--- config.mk ---
export PLATFORM = sky130hd
export DESIGN_NAME = seg7_capture_decoder
export DESIGN_NICKNAME = d
export VERILOG_FILES = /design/src/rtl/seg7_capture_decoder.sv
export SDC_FILE = /design/constraint.sdc
export NUM_CORES = 1
export LEC_CHECK = 0
export ABC_AREA = 1
export CAP_MARGIN = 20
export CORE_MARGIN = 5
export CORE_UTILIZATION = 49
export DETAILED_ROUTE_END_ITERATION = 8
export PLACE_DENSITY = 0.76
export SLEW_MARGIN = 20
export SYNTH_ARGS = -nofsm -noshare
export SYNTH_HDL_FRONTEND = slang
export SYNTH_SLANG_ARGS = --single-unit
--- constraint.sdc ---
create_clock -name i_clk -period 2.4 [get_ports i_clk]
set_input_delay 0.72 -clock i_clk [delete_from_list [all_inputs] [get_ports i_clk]]
set_output_delay 0.72 -clock i_clk [all_outputs]
set_load 0.01 [all_outputs]
--- src/rtl/seg7_capture_decoder.sv ---
// seg7_capture_decoder: recovers hex digits from a multiplexed active-low
// 7-segment bus. Each (anode, segment) pair must be stable for STABLE_CYC
// samples before it is decoded into a per-slot register file. Every capture
// is also reported as a single-entry valid/ready event.
module seg7_capture_decoder #(
  parameter int NDIG       = 4,
  parameter int STABLE_CYC = 4
) (
  input  logic              i_clk,
  input  logic              i_rst,
  input  logic [6:0]        i_seg,
  input  logic [NDIG-1:0]   i_an,
  output logic [4*NDIG-1:0] o_digits,
  output logic [NDIG-1:0]   o_vmask,
  output logic [NDIG-1:0]   o_emask,
  output logic              o_evt_valid,
  input  logic              i_evt_ready,
  output logic [2:0]        o_evt_idx,
  output logic [3:0]        o_evt_dig,
  output logic              o_evt_err,
  output logic              o_ovf
);

  typedef enum logic [1:0] {IDLE, TRACK, HELD} state_t;

  // Capture fires on the edge where the count would reach STABLE_CYC.
  localparam logic [7:0] CAP_AT = 8'(STABLE_CYC - 1);
  localparam logic [7:0] CNT_HELD = 8'(STABLE_CYC);

  state_t          state, state_n;
  logic [7:0]      cnt, cnt_n;
  logic [6:0]      p_seg, trk_seg;
  logic [NDIG-1:0] p_an, trk_an;
  logic            trk_ld, cap;
  logic [3:0]      low_cnt;
  logic [2:0]      slot;
  logic            cand, same;
  logic [4:0]      dec;   // {recognised, nibble}

  // Active-low segment pattern to {ok, nibble}.
  function automatic logic [4:0] seg_decode(input logic [6:0] s);
    case (s)
      7'h40: seg_decode = {1'b1, 4'h0};
      7'h79: seg_decode = {1'b1, 4'h1};
      7'h24: seg_decode = {1'b1, 4'h2};
      7'h30: seg_decode = {1'b1, 4'h3};
      7'h19: seg_decode = {1'b1, 4'h4};
      7'h12: seg_decode = {1'b1, 4'h5};
      7'h02: seg_decode = {1'b1, 4'h6};
      7'h78: seg_decode = {1'b1, 4'h7};
      7'h00: seg_decode = {1'b1, 4'h8};
      7'h18: seg_decode = {1'b1, 4'h9};
      7'h08: seg_decode = {1'b1, 4'hA};
      7'h03: seg_decode = {1'b1, 4'hB};
      7'h46: seg_decode = {1'b1, 4'hC};
      7'h21: seg_decode = {1'b1, 4'hD};
      7'h06: seg_decode = {1'b1, 4'hE};
      7'h0E: seg_decode = {1'b1, 4'hF};
      default: seg_decode = 5'h00;
    endcase
  endfunction

  // Single input sample stage; all decisions are made on p.
  always_ff @(posedge i_clk or posedge i_rst) begin
    if (i_rst) begin
      p_seg <= '0;
      p_an  <= '0;
    end else begin
      p_seg <= i_seg;
      p_an  <= i_an;
    end
  end

  // Slot qualification: exactly one low anode bit, and its position.
  always_comb begin
    low_cnt = '0;
    slot    = '0;
    for (int i = 0; i < NDIG; i++) begin
      if (!p_an[i]) begin
        low_cnt = low_cnt + 4'd1;
        slot    = 3'(i);
      end
    end
  end

  assign cand = (low_cnt == 4'd1);
  assign same = (p_seg == trk_seg) && (p_an == trk_an);
  assign dec  = seg_decode(p_seg);

  // Stability tracker next-state logic.
  always_comb begin
    state_n = state;
    cnt_n   = cnt;
    trk_ld  = 1'b0;
    cap     = 1'b0;
    case (state)
      IDLE: begin
        if (cand) begin
          state_n = TRACK;
          cnt_n   = 8'd1;
          trk_ld  = 1'b1;
        end
      end
      TRACK: begin
        if (!cand) begin
          state_n = IDLE;
          cnt_n   = '0;
        end else if (!same) begin
          cnt_n  = 8'd1;
          trk_ld = 1'b1;
        end else if (cnt == CAP_AT) begin
          cap     = 1'b1;
          state_n = HELD;
          cnt_n   = CNT_HELD;
        end else begin
          cnt_n = cnt + 8'd1;
        end
      end
      HELD: begin
        if (!cand) begin
          state_n = IDLE;
          cnt_n   = '0;
        end else if (!same) begin
          state_n = TRACK;
          cnt_n   = 8'd1;
          trk_ld  = 1'b1;
        end
      end
      default: begin
        state_n = IDLE;
        cnt_n   = '0;
      end
    endcase
  end

  // Tracker state, count and the pattern being tracked.
  always_ff @(posedge i_clk or posedge i_rst) begin
    if (i_rst) begin
      state   <= IDLE;
      cnt     <= '0;
      trk_seg <= '0;
      trk_an  <= '0;
    end else begin
      state <= state_n;
      cnt   <= cnt_n;
      if (trk_ld) begin
        trk_seg <= p_seg;
        trk_an  <= p_an;
      end
    end
  end

  // Per-slot register file; error captures keep the last good nibble.
  always_ff @(posedge i_clk or posedge i_rst) begin
    if (i_rst) begin
      o_digits <= '0;
      o_vmask  <= '0;
      o_emask  <= '0;
    end else if (cap) begin
      for (int k = 0; k < NDIG; k++) begin
        if (int'(slot) == k) begin
          if (dec[4]) begin
            o_digits[4*k +: 4] <= dec[3:0];
            o_vmask[k]         <= 1'b1;
            o_emask[k]         <= 1'b0;
          end else begin
            o_emask[k] <= 1'b1;
          end
        end
      end
    end
  end

  // One-entry event buffer: loads when empty or draining, else drops and flags.
  always_ff @(posedge i_clk or posedge i_rst) begin
    if (i_rst) begin
      o_evt_valid <= 1'b0;
      o_evt_idx   <= '0;
      o_evt_dig   <= '0;
      o_evt_err   <= 1'b0;
      o_ovf       <= 1'b0;
    end else if (cap) begin
      if (o_evt_valid && !i_evt_ready) begin
        o_ovf <= 1'b1;
      end else begin
        o_evt_valid <= 1'b1;
        o_evt_idx   <= slot;
        o_evt_dig   <= dec[4] ? dec[3:0] : 4'h0;
        o_evt_err   <= !dec[4];
      end
    end else if (o_evt_valid && i_evt_ready) begin
      o_evt_valid <= 1'b0;
    end
  end

endmodule

==> flow_summary.ini <==
[global_routing]
grt_start_max_net_pins = 30
globalRoute.totalOverflow = 0
wire_length_of_the_first_global_routing_pass_um = 12560
total_routing_resource_utilization_after_global_routing_pct = 18.35
grt_pass1_vias = 2717
grt_antenna_before_repair = 0

[sta]
actual_slew_at_the_worst_max_slew_pin_ns = 0.6440
final-max-slew-violation-count = 0
period_share_pct = 96.21
setup_viol = 0
grt_setup_unrepaired = true
layout_setup_ws_ns = 0.09094
timing.final.crit_period_ns = 2.309
fmax_mhz = 433.1
timing.max_slew.rel_slack_pct = 56.96
skew_ns = 0.007382
timing_hold_violations_final = 0

[synth]
post_synth_fa_ha_maj_area_fraction_pct = 2.965
syn-num-nets = 459
synth-xor-area-share_pct = 3.076
synth_compound_gate_area_share_pct = 3.299
post-synth-top-area-fraction_pct = 48.18
synth_area_um2 = 3376
post_synth_mux_area_share_pct = 0
ys_ff_latch = 65
instance_count_of_the_mapped_netlist = 437
synth_cell_types = 31
synth_seq_area_share_pct = 48.18
synth-warning-count = 0
combinational_family_with_the_most_area_after_synthesis = simple AND/OR/NAND/NOR gates
synthDominantAreaCellType = sky130_fd_sc_hd__dfrtp_1
avgSynthCellArea_um2 = 7.725
post_synth_and_or_nand_nor_area_fraction_pct = 34.47
netlist_top_cells_area = sky130_fd_sc_hd__dfrtp_1 (48%), sky130_fd_sc_hd__nand2_1 (17%), sky130_fd_sc_hd__nand3_1 (5.8%)

[floorplan]
die-height_um = 93
die_area_um2 = 8649
rows = 30
design.core.area_um2 = 6756
io_pins = 48
initial_utilization_pct = 49.96
die_w_um = 93

[clock_network]
tritoncts = built
clk-insertion-delay-late_ns = 0.35
tritoncts.num_buffers = 9
cts-htree-levels = 3
cts.sink_count = 65
cts_max_path_buffers = 2
cts.root.buffer_cell = sky130_fd_sc_hd__clkbuf_8
holdBufCountCts = 0
worst_setup_hold_path_clk_slew_ns = 0.08

[critical_path]
crit_fanout = 9
setup.worst_path.start = p_an[1]
endpoint_kind = flop
crit_arrival_ns = 2.54
worstReg2RegStart = p_an[1]
cp_cell_sequence = inv_2 > ha_4 > inv_2 > nand2_2 > nand2_2 > inv_2 > ha_1 > nor2_1 > nand2_1 > o21ai_2 > nand3_2 > nor2_8 > buf_4 > nand2_2 > nor2_2 > nor2_1
critPathKind = flop to flop
reg2reg_setup_slack_ns = 0.09
cp-start-kind = flop
slowest_stage_cell_on_the_critical_path = sky130_fd_sc_hd__dfrtp_1
worstPathRequired_ns = 2.64
worst_path_largest_cell_delay_ns = 0.40

[routing]
route.vias.total = 3008
initialDrtViolationCount = 187
final_antenna_net_count = 0
routed_wire_length_per_instance_um = 13.37
avgViaCountPerCell = 5.064
firstDrtPassIters = 4
routed_wl_um = 7939
drc_violation_count_after_routing = 0

[placement]
hpwl_um = 5449
placed_cell_area_um2 = 3995
dp_worst_setup_slack_ns = -0.05776
port-buffer-count = 46
place.detailed.instances = 567
gp_congestion = 0.8996

[outcome]
run_status = complete, no violations

[finish]
nFillCells = 542
final_util_pct = 65.43
post-route-cell-area_um2 = 4420
final_net_count = 531
area_delta_synth_final_pct = 30.95
antenna_diode_instance_count = 0
post_layout_nonfiller_instances = 594
fraction_of_layout_instances_using_a_drive_strength_above_1_pct = 14.20

[flow_run]
max_cap_viol_count = 0

[power]
powerDensity_nw_per_um2 = 723.6
static-leakage-power_nw = 2.331
largest_voltage_drop_on_the_vdd_net_mv = 0.4302

[worst_hold_path]
timing.hold.worst.start = o_vmask[2]
timing.hold.worst.class = flop to flop
## layout make-up
class	instances	area, µm²	share of cell area, %
inverters	56	210.2	4.755
clock inverters	6	113.9	2.576
multi-input cells	308	1559	35.27
flip-flops and latches	65	1627	36.80
clock buffers	10	137.6	3.114
well taps	80	100.1	2.264
repair buffers	69	673.1	15.23
## cell usage after synthesis
cell type                  count
sky130_fd_sc_hd__a21oi_1       4
sky130_fd_sc_hd__and2_1        1
sky130_fd_sc_hd__buf_2         3
sky130_fd_sc_hd__buf_4         4
sky130_fd_sc_hd__buf_6         1
sky130_fd_sc_hd__clkinv_1      1
sky130_fd_sc_hd__conb_1        1
sky130_fd_sc_hd__dfrtp_1      65
sky130_fd_sc_hd__ha_1          8
sky130_fd_sc_hd__inv_1        51
sky130_fd_sc_hd__inv_2         4
sky130_fd_sc_hd__nand2_1     151
sky130_fd_sc_hd__nand2_2       1
sky130_fd_sc_hd__nand3_1      39
sky130_fd_sc_hd__nand3_2       3
sky130_fd_sc_hd__nand3_4       1
sky130_fd_sc_hd__nand3b_1      3
sky130_fd_sc_hd__nand4_1      11
sky130_fd_sc_hd__nor2_1       48
sky130_fd_sc_hd__nor2_4        1
sky130_fd_sc_hd__nor2_8        1
sky130_fd_sc_hd__nor3_1        5
sky130_fd_sc_hd__nor3b_1       1
sky130_fd_sc_hd__o21ai_0      14
sky130_fd_sc_hd__o21ai_1       1
sky130_fd_sc_hd__o21ai_2       1
sky130_fd_sc_hd__o21bai_1      1
sky130_fd_sc_hd__or2_1         1
sky130_fd_sc_hd__xnor2_1       6
sky130_fd_sc_hd__xnor2_2       1
sky130_fd_sc_hd__xor2_1        4
## through the flow
step / power (mW) / hold WS, ns / setup TNS [ns]
after floorplan: 1.803 / 0.4732 / 0
after global placement: 1.975 / 0.4487 / 0
after detailed placement: 2.004 / 0.4581 / -0.5217
after CTS: 3.181 / 0.4777 / 0
after global routing: 3.381 / 0.4959 / -2.207
final: 3.199 / 0.4716 / 0
## critical path, delay by kind of cell (launching register included)
| kind | cells | cell delay (ns) |
|---|---|---|
| AOI/OAI and AO/OA | 1 | 0.07 |
| adders and majority gates | 2 | 0.47 |
| buffers and inverters | 4 | 0.31 |
| DFF | 1 | 0.40 |
| and+or+nand+nor | 9 | 0.95 |
## cells by family (layout without fill, tap and decap cells)
group | Yosys count | count (layout)
AND/OR/NAND/NOR | 267 | 267
buffers and inverters | 64 | 141
other | 1 | 1
AO/OA/AOI/OAI | 21 | 21
flip-flops | 65 | 65
XOR/XNOR | 11 | 11
adder cells (fa/ha/maj) | 8 | 8
## worst paths after layout
path	end	cells after the start
max	o_evt_dig[0]	16
min	o_vmask[2]	2
max reg2reg	o_evt_dig[0]	16
min reg2reg	o_vmask[2]	2
max in group asynchronous	p_seg[0]	3
min in group asynchronous	o_emask[3]	2
## what timing repair did
item / in CTS / in global routing
gates resized for setup: 1 / 31
setup buffers: 2 / 9
endpoints found under the setup margin: 20 / 52
pin swaps: 2 / 11
## state kept, by name, summed over array words and instances (netlist names), 7 cells and up
signal,cells
cnt,8
o_digits,16
p_seg,7
trk_seg,7
## report_power, final
group          total (mW)  switching [mW]  leakage (nW)  internal (mW)
Sequential           1.33           0.111         0.857           1.21
Combinational       0.700           0.420          1.35          0.280
Clock                1.17           0.451         0.119          0.722
Total                3.20           0.982          2.33           2.22
## layout by cell type, fill, tap and decap left out
cell type	instances
sky130_fd_sc_hd__conb_1	1
sky130_fd_sc_hd__o21ai_2	2
sky130_fd_sc_hd__o21bai_1	1
sky130_fd_sc_hd__nand3_4	4
sky130_fd_sc_hd__buf_6	4
sky130_fd_sc_hd__nand3b_1	3
sky130_fd_sc_hd__xnor2_1	6
sky130_fd_sc_hd__o21ai_1	4
sky130_fd_sc_hd__nor2_4	1
sky130_fd_sc_hd__xnor2_2	1
sky130_fd_sc_hd__clkbuf_8	10
sky130_fd_sc_hd__nor3_1	5
sky130_fd_sc_hd__nand4_1	11
sky130_fd_sc_hd__nor2_1	45
sky130_fd_sc_hd__buf_12	2
sky130_fd_sc_hd__and2_1	1
sky130_fd_sc_hd__dfrtp_1	65
sky130_fd_sc_hd__inv_6	1
sky130_fd_sc_hd__nor2_8	1
sky130_fd_sc_hd__a21oi_1	4
sky130_fd_sc_hd__nand2_2	7
sky130_fd_sc_hd__or2_1	1
sky130_fd_sc_hd__inv_2	11
sky130_fd_sc_hd__ha_4	1
sky130_fd_sc_hd__nor2_2	3
sky130_fd_sc_hd__nor3b_1	1
sky130_fd_sc_hd__bufinv_16	3
sky130_fd_sc_hd__inv_1	45
sky130_fd_sc_hd__nand3_1	36
sky130_fd_sc_hd__o21ai_0	10
sky130_fd_sc_hd__nand2_1	145
sky130_fd_sc_hd__nand3_2	3
sky130_fd_sc_hd__buf_4	17
sky130_fd_sc_hd__ha_1	7
sky130_fd_sc_hd__clkinvlp_4	2
sky130_fd_sc_hd__clkdlybuf4s50_1	46
sky130_fd_sc_hd__xor2_1	4
## per-layer routing
metal,up-vias,track usage (%),share of wire (%)
li1,1505,-,-
met1,1394,23.86,44
met2,88,28.97,49
met3,21,3.459,4.6
met4,0,9.890,2.7
met5,-,0,0
(Power assumes the default switching activity.)
